$ cat src/rtl/mux_seq_pkg.sv
// Shared widths and FSM state type for the mux select sequencer.
package mux_seq_pkg;

    localparam int unsigned NUM_CH = 4;
    localparam int unsigned SEL_W  = 2;
    localparam int unsigned CNT_W  = 8;

    typedef enum logic [0:0] {
        IDLE  = 1'b0,
        GRANT = 1'b1
    } state_e;

endpackage : mux_seq_pkg

$ cat src/rtl/mux_sel_sequencer_if.sv
// Request/grant bundle between the sources/consumer (master) and the sequencer (slave).
interface mux_sel_sequencer_if;
    import mux_seq_pkg::*;

    logic [NUM_CH-1:0] req;
    logic              done;
    logic              s1;
    logic              s0;
    logic [NUM_CH-1:0] gnt;
    logic              valid;
    logic              timeout;

    modport master (
        output req, done,
        input  s1, s0, gnt, valid, timeout
    );

    modport slave (
        input  req, done,
        output s1, s0, gnt, valid, timeout
    );

endinterface : mux_sel_sequencer_if

$ cat src/rtl/mux_sel_sequencer_rr_pick.sv
// Combinational rotating-priority picker: first requester after ptr, ptr itself last.
module rr_pick
    import mux_seq_pkg::*;
(
    input  logic [NUM_CH-1:0] req,
    input  logic [SEL_W-1:0]  ptr,
    output logic [SEL_W-1:0]  idx,
    output logic              any
);

    logic [SEL_W-1:0] cand;

    // Walk from the farthest candidate back to the nearest so the nearest wins.
    always_comb begin
        idx  = '0;
        cand = '0;
        any  = |req;
        for (int k = int'(NUM_CH); k >= 1; k--) begin
            cand = ptr + SEL_W'(k);
            if (req[cand]) begin
                idx = cand;
            end
        end
    end

endmodule : rr_pick

$ cat src/rtl/mux_sel_sequencer.sv
// Round-robin 4:1 mux select sequencer with registered select/grant outputs.
// Optional dwell timeout enabled by defining MUX_SEQ_TIMEOUT_EN.
module mux_sel_sequencer
    import mux_seq_pkg::*;
#(
    parameter int unsigned HOLD_MAX = 8
) (
    input  logic                  clk,
    input  logic                  rst,
    mux_sel_sequencer_if.slave    bus
);

    if (HOLD_MAX < 2 || HOLD_MAX > 255) begin : g_hold_chk
        $error("HOLD_MAX out of range 2..255");
    end

    state_e            state_q, state_d;
    logic [SEL_W-1:0]  sel_q, sel_d;
    logic [SEL_W-1:0]  ptr_q, ptr_d;
    logic [NUM_CH-1:0] gnt_q, gnt_d;
    logic              valid_q, valid_d;
    logic [SEL_W-1:0]  pick_idx;
    logic              pick_any;
    logic              hold_drop_c;
    logic              force_rel_c;

    rr_pick u_pick (
        .req (bus.req),
        .ptr (ptr_q),
        .idx (pick_idx),
        .any (pick_any)
    );

    assign hold_drop_c = bus.done | ~bus.req[sel_q];

`ifdef MUX_SEQ_TIMEOUT_EN
    logic [CNT_W-1:0] cnt_q, cnt_d;
    logic             timeout_q, timeout_d;

    // cnt_q counts completed grant cycles; the last allowed cycle is HOLD_MAX-1.
    assign force_rel_c = (cnt_q == CNT_W'(HOLD_MAX - 1));
    assign bus.timeout = timeout_q;
`else
    assign force_rel_c = 1'b0;
    assign bus.timeout = 1'b0;
`endif

    assign bus.s1    = sel_q[1];
    assign bus.s0    = sel_q[0];
    assign bus.gnt   = gnt_q;
    assign bus.valid = valid_q;

    always_comb begin
        state_d = state_q;
        sel_d   = sel_q;
        ptr_d   = ptr_q;
        gnt_d   = gnt_q;
        valid_d = valid_q;
`ifdef MUX_SEQ_TIMEOUT_EN
        cnt_d     = cnt_q;
        timeout_d = 1'b0;
`endif
        case (state_q)
            IDLE: begin
                if (pick_any) begin
                    state_d = GRANT;
                    sel_d   = pick_idx;
                    gnt_d   = NUM_CH'(1) << pick_idx;
                    valid_d = 1'b1;
`ifdef MUX_SEQ_TIMEOUT_EN
                    cnt_d   = '0;
`endif
                end
            end
            GRANT: begin
                // A consumer/requester release outranks the forced one.
                if (hold_drop_c || force_rel_c) begin
                    state_d = IDLE;
                    ptr_d   = sel_q;
                    gnt_d   = '0;
                    valid_d = 1'b0;
`ifdef MUX_SEQ_TIMEOUT_EN
                    timeout_d = ~hold_drop_c;
                end else begin
                    cnt_d = cnt_q + CNT_W'(1);
`endif
                end
            end
            default: state_d = IDLE;
        endcase
    end

    always_ff @(posedge clk) begin
        if (rst) begin
            state_q <= IDLE;
            sel_q   <= '0;
            ptr_q   <= SEL_W'(NUM_CH - 1);
            gnt_q   <= '0;
            valid_q <= 1'b0;
`ifdef MUX_SEQ_TIMEOUT_EN
            cnt_q     <= '0;
            timeout_q <= 1'b0;
`endif
        end else begin
            state_q <= state_d;
            sel_q   <= sel_d;
            ptr_q   <= ptr_d;
            gnt_q   <= gnt_d;
            valid_q <= valid_d;
`ifdef MUX_SEQ_TIMEOUT_EN
            cnt_q     <= cnt_d;
            timeout_q <= timeout_d;
`endif
        end
    end

endmodule : mux_sel_sequencer
$ cat src/flat_wrapper.sv
// flat-port wrapper written by rule: the top's interface ports become plain ports
module mux_sel_sequencer_flat import mux_seq_pkg::*;
#(
    parameter int unsigned HOLD_MAX = 8
)
  (clk, rst, bus_req, bus_done, bus_s1, bus_s0, bus_gnt, bus_valid, bus_timeout);
  mux_sel_sequencer_if bus_i ();
  input  logic clk;
  input  logic rst;
  input wire logic [$bits(bus_i.req)-1:0] bus_req;
  input wire logic [$bits(bus_i.done)-1:0] bus_done;
  output wire logic [$bits(bus_i.s1)-1:0] bus_s1;
  output wire logic [$bits(bus_i.s0)-1:0] bus_s0;
  output wire logic [$bits(bus_i.gnt)-1:0] bus_gnt;
  output wire logic [$bits(bus_i.valid)-1:0] bus_valid;
  output wire logic [$bits(bus_i.timeout)-1:0] bus_timeout;
  assign bus_i.req = bus_req;
  assign bus_i.done = bus_done;
  assign bus_s1 = bus_i.s1;
  assign bus_s0 = bus_i.s0;
  assign bus_gnt = bus_i.gnt;
  assign bus_valid = bus_i.valid;
  assign bus_timeout = bus_i.timeout;
  mux_sel_sequencer #(.HOLD_MAX(HOLD_MAX)) u_core (.clk(clk), .rst(rst), .bus(bus_i));
endmodule
$ cat config.mk
export PLATFORM = sky130hd
export DESIGN_NAME = mux_sel_sequencer_flat
export DESIGN_NICKNAME = d
export VERILOG_FILES = /design/src/rtl/mux_seq_pkg.sv /design/src/rtl/mux_sel_sequencer_if.sv /design/src/rtl/mux_sel_sequencer_rr_pick.sv /design/src/rtl/mux_sel_sequencer.sv /design/src/flat_wrapper.sv
export SDC_FILE = /design/constraint.sdc
export NUM_CORES = 1
export LEC_CHECK = 0
export ABC_CLOCK_PERIOD_IN_PS = 1990
export CAP_MARGIN = 10
export CORE_AREA = 3 3 40 42
export CTS_CLUSTER_DIAMETER = 30
export DETAILED_ROUTE_END_ITERATION = 10
export DIE_AREA = 0 0 43 45
export PLACE_DENSITY = 0.75
export SETUP_SLACK_MARGIN = 0.02
export SYNTH_ARGS = -nofsm -noshare
export SYNTH_HDL_FRONTEND = slang
export SYNTH_SLANG_ARGS = --single-unit
$ cat constraint.sdc
create_clock -name clk -period 1.99 [get_ports clk]
set_input_delay 0.398 -clock clk [delete_from_list [all_inputs] [get_ports clk]]
set_output_delay 0.398 -clock clk [all_outputs]
set_load 0.02 [all_outputs]
# Word level (Yosys, flattened, before mapping)
# Index checks and enable logic that the tools add are counted.
word_totals:
  ff_bits: 10
  ramBits: 0
  out_inout_bits: 8
  n_memories: 0
  latchBits: 0
  rom_bits: 0
  inputBits: 7
  wordCells: 46
classes:
  n_lt_le_gt_ge: 5
  n_bitwise: 3
  n_reduce_logical: 4
  n_addsub: 3
  div: 0
  muxes: 23
  n_eq_ne: 2
  multipliers: 0
  n_shift: 1
op_table:
  columns: ["op", "n"]
  rows:
  - ["< comparator 2 x 3 -> 1 bit, second input constant", 5]
  - ["binary-select mux 1 bit (select 2 bit)", 5]
  - ["2-to-1 mux 1 bit", 9]
  - ["2-to-1 mux 2 bit", 4]
  - ["2-to-1 mux 4 bit", 2]
  - ["one-hot mux 4 bit (2 select lines)", 1]
  - ["AND reduction 2 bit", 3]
  - ["adder 2 bit, second input constant", 2]
  - ["one-hot mux 1 bit (2 select lines)", 2]
  - ["OR reduction 4 bit", 1]
  - ["left shift 1 x 2 -> 4 bit, first input constant", 1]
  - ["adder 2 x 1 -> 2 bit, second input constant", 1]
  - ["inequality test 2 x 1 -> 1 bit, second input constant", 1]
  - ["inequality test 2 bit, second input constant", 1]
  - ["NOT 1 bit", 2]
  - ["OR 1 bit", 1]

# Logic depth before layout (Yosys ltp)
logic_depth:
  ltp_word: 9
  depth_mapped: 5
  depth_no_buf: 4

# By module
# Synthesis repeated with hierarchy kept, for this count alone.
hier_totals:
  cells_unflattened: 71
  hier_area_um2: 635.6
by_module_without_submodules:
  columns: ["module", "area_each_um2", "cells_per_inst", "seq_area_each_um2", "instances"]
  rows:
  - ["mux_sel_sequencer", 544.3, 57, 200.2, 1]
  - ["rr_pick", 91.3, 14, 0.0, 1]

# Least setup slack after synthesis
# OpenSTA, ideal clock, no wires.
synth_path:
  path_type: "reg2reg"
  startpoint: "reg u_core.sel_q[0]"
  endpoint: "reg u_core.ptr_q[0]"
  period_less_slack_ps: 1517
  n_path_buf: 0
  setup_time_ps: 70
  arrival_time_ps: 1447
  t_required_ps: 1920
  path_stages_with_launch: 5
  setup_slack_ps: 473
  cell_sequence: "dfxtp_1 > mux2_2 > a221oi_4 > nor3_1 > a21oi_1"
synth_via:
  elab_chain_cells: 5
synth_rtl:
  columns: ["item", "line", "text"]
  rows:
  - ["start, declared", "mux_sel_sequencer.sv:18", "logic [SEL_W-1:0] sel_q, sel_d;"]
  - ["start signal, assigned", "mux_sel_sequencer.sv:106", "sel_q <= sel_d;"]
  - ["binary-select mux 1 bit (select 2 bit)", "mux_sel_sequencer.sv:34", "assign hold_drop_c = bus.done | ~bus.req[sel_q];"]
  - ["2-to-1 mux 1 bit (not written as such)", "mux_sel_sequencer.sv:34", null]
  - ["NOT 1 bit", "mux_sel_sequencer.sv:34", null]
  - ["OR 1 bit", "mux_sel_sequencer.sv:34", null]
  - ["AND reduction 2 bit (no line)", null, null]
  - ["end signal, assigned", "mux_sel_sequencer.sv:97", "ptr_q <= SEL_W'(NUM_CH - 1);"]
  - ["end signal, assigned", "mux_sel_sequencer.sv:107", "ptr_q <= ptr_d;"]
  - ["end, declared", "mux_sel_sequencer.sv:19", "logic [SEL_W-1:0] ptr_q, ptr_d;"]
# Parallel ways exist; a longest one is shown, timed or not. The select of a mux whose other input is x is not followed.
# A chain may end at the register's enable or synchronous reset.

# Worst setup path after layout
layout_path:
  startpoint: "reg u_core.sel_q[1]"
  endpoint: "out bus_s1"
layout_lines:
  columns: ["item", "line", "text"]
  rows:
  - ["end, declared", "flat_wrapper.sv:12", "output wire logic [$bits(bus_i.s1)-1:0] bus_s1;"]
# No word-level cell between the ends.

==> reports/metrics.yaml <==
logic_synthesis:
  synth_area_leaders: "dfxtp_1 (38%), nand3b_1 (7.1%), a221oi_4 (4.9%)"
  ys_ff_latch: 10
  async_flop_share: 0
  synth.distinct_cells: 28
  netlist_area_um2: 532
  yosys_warnings: 0
  seq_area_frac_synth: 0.376
  yosysTopAreaCell: "dfxtp_1"
  synth-edff-count: 0
  synth_cells: 59
  synth_top_area_share: 0.376
  ys.flop_type: "dfxtp_1"
  synth_area_per_cell_um2: 9.01
  synth.net_count: 66
cts:
  cts_buffers: 3
  cts_setup_buffers: 0
  clk_pin_slew_ns: 0.07
  cts_root_buf: "clkbuf_4"
  cts_tree: "yes"
  cts.path.max_buffers: 2
  clk_latency_ns: 0.26
  cts.htree.levels: 1
  hold_buffers: 0
  cts_num_sinks: 10
  ctsResizeCount: 0
routing:
  drt_wl_total_um: 1180
  wire_per_inst_um: 12.7
  ant_nets: 0
  drt_first_pass_iters: 4
  vias: 498
  via_per_inst: 5.35
  drc: 0
  drt_iter0_markers: 6
job:
  cap_violations: 0
sta:
  hold_viol_final: 0
  slew_violations: 0
  fin_crit_sh: 0.863
  slew_headroom: 0.642
  clock_skew_ns: 0.00236
  rsz0062_at_grt: "false"
  setup_tns_ns: 0
  worst_slew_pin_slew_ns: 0.530
  setup_viol_count_final: 0
  post-route-min-period_ns: 1.72
  fmax_mhz: 582
worst_setup_path:
  reg2reg_to: "u_core.bus.gnt[0]$_SDFFE_PP0P_"
  start_kind: "flop"
  cp_num_buf_inv: 1
  required_ns: 1.59
  critPathArrivalTime_ns: 1.32
  critical_path.top_delay_family: "buffers and inverters"
  critical_path_class: "flop to output pin"
  r2r_cells: 4
  cp.depth: 1
  end_kind: "output pin"
  crit_fanout: 5
  crit_start: "u_core.sel_q[1]$_SDFFE_PP0P_"
  path_cells: "clkdlybuf4s50_1"
  crit_end: "bus_s1"
  critPathSlowestCell: "clkdlybuf4s50_1"
  max_stage_delay_ns: 0.64
  reg2reg_from: "u_core.sel_q[0]$_SDFFE_PP0P_"
  r2r_slack_ns: 0.54
grt:
  antenna_found_initial: 0
  grt_use_total: 0.140
  grt-ovfl-total: 0
  grt_pass1_vias: 528
  grt_pass1_wl_um: 2060
  grt_max_degree: 14
floorplan:
  die_w_um: 43
  die-area_um2: 1940
  fp-row-count: 13
  die_h_um: 45
  core_area_um2: 1280
  initial_core_util: 0.414
  ios: 15
placed_design:
  place_hpwl_um: 901
  dpl_cell_area_um2: 697
  place.gp.congestion: 0.838
  io_buffers: 13
cells_and_area:
  drive_gt1_frac: 0.179
  antenna_cells: 0
  final_area_um2: 733
  synthToLayoutAreaGrowth_pct: 37.9
  final_nets: 86
run_status:
  outcome: "finished clean"
power:
  leakage_nw: 0.278
  peakVddDrop_v: 0.000420
  powerDensity_nw_per_um2: 800
worst_hold_path:
  min_path_type: "flop to flop"
==> area by class of cell <==
cell class	instances	area, µm²
Clock buffer	4	36.3
Fill cell	125	552
Inverter	1	3.75
Multi-Input combinational cell	45	307
Sequential cell	10	200
Tap cell	15	18.8
Timing Repair Buffer	18	168
==> layer usage <==
layer  vias to the layer above  track usage  part of all wire
met5                         -            0                 0
met4                         0       0.0663                 0
met3                         0       0.0279             0.057
met2                        14        0.231              0.47
met1                       229        0.177              0.47
li1                        255            -                 -
==> through the flow <==
| stage | hold slack [ns] | power [mW] | cells | setup slack [ns] | utilization |
|---|---|---|---|---|---|
| floorplan | 0.483 | 0.339 | 59 | 0.473 | - |
| global placement | 0.481 | 0.407 | 89 | 0.0344 | 0.542 |
| detailed placement | 0.490 | 0.409 | 89 | 0.0215 | 0.542 |
| CTS | 0.504 | 0.593 | 93 | 0.255 | 0.571 |
| global route | 0.522 | 0.618 | 93 | 0.138 | 0.571 |
| finish | 0.495 | 0.587 | 93 | 0.272 | 0.571 |
==> worst min-delay path by stage <==
stage                                  start                            end  slack [ns]  cells past startpoint
2_1_floorplan   u_core.ptr_q[0]$_SDFFE_PP1P_   u_core.ptr_q[0]$_SDFFE_PP1P_        0.48                      2
3_3_place_gp   u_core.bus.valid$_SDFFE_PP0P_  u_core.bus.valid$_SDFFE_PP0P_        0.48                      2
3_5_place_dp   u_core.bus.valid$_SDFFE_PP0P_  u_core.bus.valid$_SDFFE_PP0P_        0.49                      2
4_1_cts        u_core.bus.valid$_SDFFE_PP0P_  u_core.bus.valid$_SDFFE_PP0P_        0.50                      2
5_1_grt        u_core.bus.valid$_SDFFE_PP0P_  u_core.bus.valid$_SDFFE_PP0P_        0.52                      2
6_report       u_core.bus.valid$_SDFFE_PP0P_  u_core.bus.valid$_SDFFE_PP0P_        0.50                      2
==> Yosys cell counts, types with 2 or more instances <==
library cell,instances
nand3b_1,5
nand2_1,2
nor3_1,3
o21ai_0,2
a211oi_1,2
a21oi_1,3
nand2b_1,2
and2b_1,2
nor2_1,7
o22ai_1,4
dfxtp_1,10
==> power by group <==
group | switching (mW) | internal [mW]
sequential | 0.0177 | 0.222
combinational | 0.0811 | 0.0843
clock | 0.0710 | 0.111
total | 0.170 | 0.417
==> cells in the final DEF, fill, tap and decap left out <==
cell             netlist  routed
a211oi_1               2       2
a21o_1                 1       1
a21oi_1                3       3
a221oi_4               1       1
and2b_1                2       2
and2b_2                1       1
buf_4                  1       5
clkbuf_4               0       3
clkbuf_8               0       1
clkdlybuf4s50_1        0      13
conb_1                 1       1
dfxtp_1               10      10
inv_1                  1       1
mux2_2                 1       1
mux2_4                 1       1
nand2_1                2       2
nand2b_1               2       2
nand3b_1               5       5
nor2_1                 7       7
nor3_1                 3       3
nor4_1                 1       1
o21ai_0                2       2
o221a_1                1       1
o22ai_1                4       4
o311a_1                1       1
o311ai_0               1       1
or2_0                  1       1
or2_2                  1       1
or3_1                  1       1
==> cells by family after synthesis <==
kind of cell | after synthesis | synth area share
buf+inv | 4 | 0.0471
compound gates | 16 | 0.242
mux | 2 | 0.0494
flops | 10 | 0.376
other cells | 1 | 0.00705
simple gates | 26 | 0.278
==> registers in the layout (all words and copies together) (netlist names) <==
name,cells
u_core.bus.gnt,4
u_core.state_q,1
u_core.bus.valid,1
u_core.ptr_q,2
u_core.sel_q,2
Note: power is estimated with default switching activity, not from simulation.
